==> config.mk <==
export PLATFORM = sky130hd
export DESIGN_NAME = wb_addr_queue
export DESIGN_NICKNAME = d
export VERILOG_FILES = /design/src/rtl/wb_addr_queue.sv
export SDC_FILE = /design/constraint.sdc
export NUM_CORES = 1
export LEC_CHECK = 0
export CORE_MARGIN = 5
export CORE_UTILIZATION = 25
export CTS_BUF_LIST = sky130_fd_sc_hd__clkbuf_16
export DETAILED_ROUTE_END_ITERATION = 12
export RECOVER_POWER = 100
export SLEW_MARGIN = 20
export SYNTH_ARGS = -nofsm -noshare
export SYNTH_HDL_FRONTEND = slang
export SYNTH_SLANG_ARGS = --single-unit
export TNS_END_PERCENT = 1
==> constraint.sdc <==
create_clock -name clk -period 13.97 [get_ports clk]
set_clock_uncertainty 0.15 [all_clocks]
set_input_delay 2.794 -clock clk [delete_from_list [all_inputs] [get_ports clk]]
set_output_delay 2.794 -clock clk [all_outputs]
set_load 0.1 [all_outputs]
==> src/rtl/wb_addr_queue.sv <==
// wb_addr_queue: circular store queue feeding the data cache, with a lookup that matches pending stores by 16-byte line
module wb_addr_queue #(
  parameter int DEPTH = 8,
  parameter int PTRW  = 3
) (
  input  logic            clk,
  input  logic            rst,
  input  logic            enq_valid,
  input  logic [31:0]     enq_addr,
  input  logic [63:0]     enq_data,
  input  logic [1:0]      enq_size,
  output logic            full,
  output logic            empty,
  output logic [PTRW:0]   count,
  output logic            mem_req_valid,
  output logic [31:0]     mem_req_addr,
  output logic [63:0]     mem_req_data,
  output logic [1:0]      mem_req_size,
  input  logic            mem_req_ready,
  input  logic [31:0]     lookup_addr,
  output logic            lookup_hit,
  output logic            ovf
);
  logic [31:0]     addr_q [DEPTH];
  logic [63:0]     data_q [DEPTH];
  logic [1:0]      size_q [DEPTH];
  logic [PTRW-1:0] head_q, head_d, tail_q, tail_d;
  logic [PTRW:0]   count_q, count_d;
  logic            ovf_q, ovf_d;
  logic            enq, deq;
  logic [DEPTH-1:0] occ, match;

  assign full          = count_q == (PTRW+1)'(DEPTH);
  assign empty         = count_q == '0;
  assign count         = count_q;
  assign ovf           = ovf_q;
  assign enq           = enq_valid && !full;
  assign deq           = !empty && mem_req_ready;
  assign mem_req_valid = !empty;
  assign mem_req_addr  = addr_q[head_q];
  assign mem_req_data  = data_q[head_q];
  assign mem_req_size  = size_q[head_q];

  // Pointer/count/overflow next state; an enqueue attempted while full is dropped and flagged
  always_comb begin
    head_d  = deq ? head_q + PTRW'(1) : head_q;
    tail_d  = enq ? tail_q + PTRW'(1) : tail_q;
    count_d = count_q + (PTRW+1)'(enq) - (PTRW+1)'(deq);
    ovf_d   = ovf_q | (enq_valid & full);
  end

  // Control state, cleared asynchronously so pending stores vanish immediately
  always_ff @(posedge clk or negedge rst) begin
    if (!rst) begin
      head_q  <= '0;
      tail_q  <= '0;
      count_q <= '0;
      ovf_q   <= 1'b0;
    end else begin
      head_q  <= head_d;
      tail_q  <= tail_d;
      count_q <= count_d;
      ovf_q   <= ovf_d;
    end
  end

  // Entry storage is never reset; occupancy alone decides what is visible
  always_ff @(posedge clk) begin
    if (enq) begin
      addr_q[tail_q] <= enq_addr;
      data_q[tail_q] <= enq_data;
      size_q[tail_q] <= enq_size;
    end
  end

  // An entry is occupied when its distance from head is below count
  for (genvar g = 0; g < DEPTH; g++) begin : g_lookup
    assign occ[g]   = {1'b0, PTRW'(g) - head_q} < count_q;
    assign match[g] = addr_q[g][31:4] == lookup_addr[31:4];
  end

  assign lookup_hit = |(occ & match);
endmodule

==> metrics.txt <==
Max-Cap Viols 23; final core utilization 0.305; final worst slack 3.30 ns; P_leak 13.0 nW; Max Buffers Root-to-Sink 3; vias in the first global route 17700; Slew Limit Fails 986; asr flop ratio synth 0.0138; Starting DRT DRC Count 1414; flops & latches, synth 795; critical hold path startpoint ovf$_DFF_PN0_; placed cell areas 37300 um2; number of synthesized flops with an enable pin 784; Starting Density 0.251; DIE AREA 139000 um2; final WL 89800 um; Post-CTS Hold Buffers 0; Peak VDD IR 0.319 mV; Clock power frac 0.227; global placement routability congestion 0.867; f_max 93.7 MHz; Setup crit start kind flop; DIE WIDTH 373 um; P_sw 4.34 mW; switching share of power 0.440; TritonCTS Buffers 90; most frequent cells in the layout 784 x edfxtp_1, 307 x nand2_1, 201 x dlygate4sd3_1; first-pass GRT wire length 129000 um; violations in the final reports max-capacitance violations, max-slew violations; final net count 2204; FILL cells 12900; final instance area 40100 um2; cells on worst reg2reg path 7; HPWL after DPL 55700 um; CTS resizes 0; clock-pin slew on the worst setup and hold paths 0.06 ns; CTS Sinks 795; leading cell type in the layout, fill and taps excluded edfxtp_1; CP Max Fanout 41; layout cells sized above 1 0.157; clk root buf clkbuf_16; Main synth FF type edfxtp_1; warning count from the yosys run 0; Residual DRC 0; largest net degree at the start of global routing 99; Hold Path Class reg2reg; combinational group share of total power 0.447; DRT antenna net count 0; I/O Pins 241; Power Dens Cells 247 nW/um2; initial antenna violation count 43; sequential power share 0.325; syn_nets 1943; Period minus WS final 10.67 ns; vias 17100; crit end category output pin; post-synthesis cell area 32900 um2; FF-to-FF End data_q[2][26]$_DFFE_PP_; core area 131000 um2; # port buffers 236; worst skew pair latency 0.68 ns; Setup CP Type reg2out; TritonCTS clock tree yes; critical path data required time 11.03 ns; Remaining Overflow, GRT 0; Avg Cell Area, Syn 18.4 um2; slew of the pin with the lowest slew margin 8.22 ns; status finished, violations left; Worst Path Arrival 7.73 ns; Final TNS setup 0 ns; Final setup viols 0; Setup Buffers After CTS 0; Tot Pwr 9.87 mW; final hold slack 0.298 ns; H-tree depth 3; Int Power 5.53 mW; hold endpoint ovf$_DFF_PN0_; Tcrit/Tclk final 0.764; Rel. slew slack -4.48; vias per cell 4.42; WL/cell 23.1 um; DR pass1 iterations 5; row count 133; hold depth 1; Cell variety after synth 29; placed insts 3711; worst reg2reg startpoint count[2]$_DFF_PN0_; FF-to-FF setup slack 5.24 ns; RSZ-0062 raised after global routing no; synthesized instance count 1787; area grow syn2layout 21.6%; Fin. Hold Viols 0; Global Route Usage Sum 0.126; worst slack, placed 4.70 ns; Layout Cells excl Fill 3883; chip height 373 um; Seq/Total Area, Yosys 0.723
## critical path, stage by stage (launching register included)
cell	delay, ns
dfrtp_4	0.97
clkbuf_1	2.53
clkbuf_2	1.51
mux4_2	0.63
nand2_1	0.08
nand2_1	0.09
clkdlybuf4s50_1	1.06
## kinds of logic after synthesis
logic type / synth area share
buffers and inverters: 0.0161
AND/OR/NAND/NOR: 0.0522
multiplexers: 0.134
AO/OA/AOI/OAI: 0.00422
XOR/XNOR: 0.0617
flip-flops: 0.723
adder cells (fa/ha/maj): 0.00858
## Yosys cell counts, types with 2 or more instances
library cell  instances  area share
ha_1                 21      0.0080
buf_1                 6     0.00068
edfxtp_1            784        0.71
clkbuf_1             24      0.0027
nand2_1             307       0.035
nor2_1                8     0.00091
mux4_2              196        0.13
buf_2                56      0.0085
dfrtp_1              11      0.0084
xnor2_1             116       0.031
buf_6                 2     0.00068
inv_1                16      0.0018
nand4_1              33      0.0063
xor2_1              116       0.031
a21oi_1              19      0.0029
a21o_1                2     0.00046
o21ai_0               2     0.00030
nor4_1               35      0.0066
nand2b_1              4     0.00076
nand3_1               9      0.0014
buf_4                 7      0.0016
nor3_1                6     0.00091
## power groups by stage
stage,registers (mW),logic [mW],clock network [mW]
finish,3.21,4.42,2.25
floorplan,3.23,3.35,0
global placement,3.21,4.55,0
detailed placement,3.22,4.56,0
global route,3.25,4.66,2.41
CTS,3.18,4.57,2.31
## layer usage
layer,global-route usage,vias to the layer above,wire [um]
met2,0.197,575,41800
li1,-,7478,-
met3,0.0460,177,7790
met1,0.162,8883,37300
met4,0.0452,32,2700
met5,0,-,207
## area by class of cell
cell class	instances	area, um2	share of cell area
tap	1755	2200	0.0548
timing repair buffer	264	2490	0.0622
sequential	795	23800	0.595
multi-input combinational	880	8600	0.215
antenna	13	32.5	0.000812
inverter	17	66.3	0.00166
clock buffer	92	2300	0.0575
clock inverter	67	533	0.0133
## flip-flops by register name (all words and copies together), names as in the netlist
signal  flops
addr_q    256
count       4
data_q    512
head_q      3
ovf         1
size_q     16
tail_q      3
## how the worst max path moves through the flow
stage,from,end,slack (ns),cells past startpoint
final,head_q[0]$_DFFE_PN0P_,mem_req_addr[0],3.30,6
after global routing,head_q[0]$_DFFE_PN0P_,mem_req_data[29],2.23,6
after CTS,lookup_addr[5],lookup_hit,4.68,8
after detailed placement,lookup_addr[5],lookup_hit,4.70,8
after global placement,lookup_addr[5],lookup_hit,4.67,8
after floorplan,enq_valid,addr_q[0][0]$_DFFE_PP_,3.30,3
Note: power is estimated with default switching activity, not from simulation.
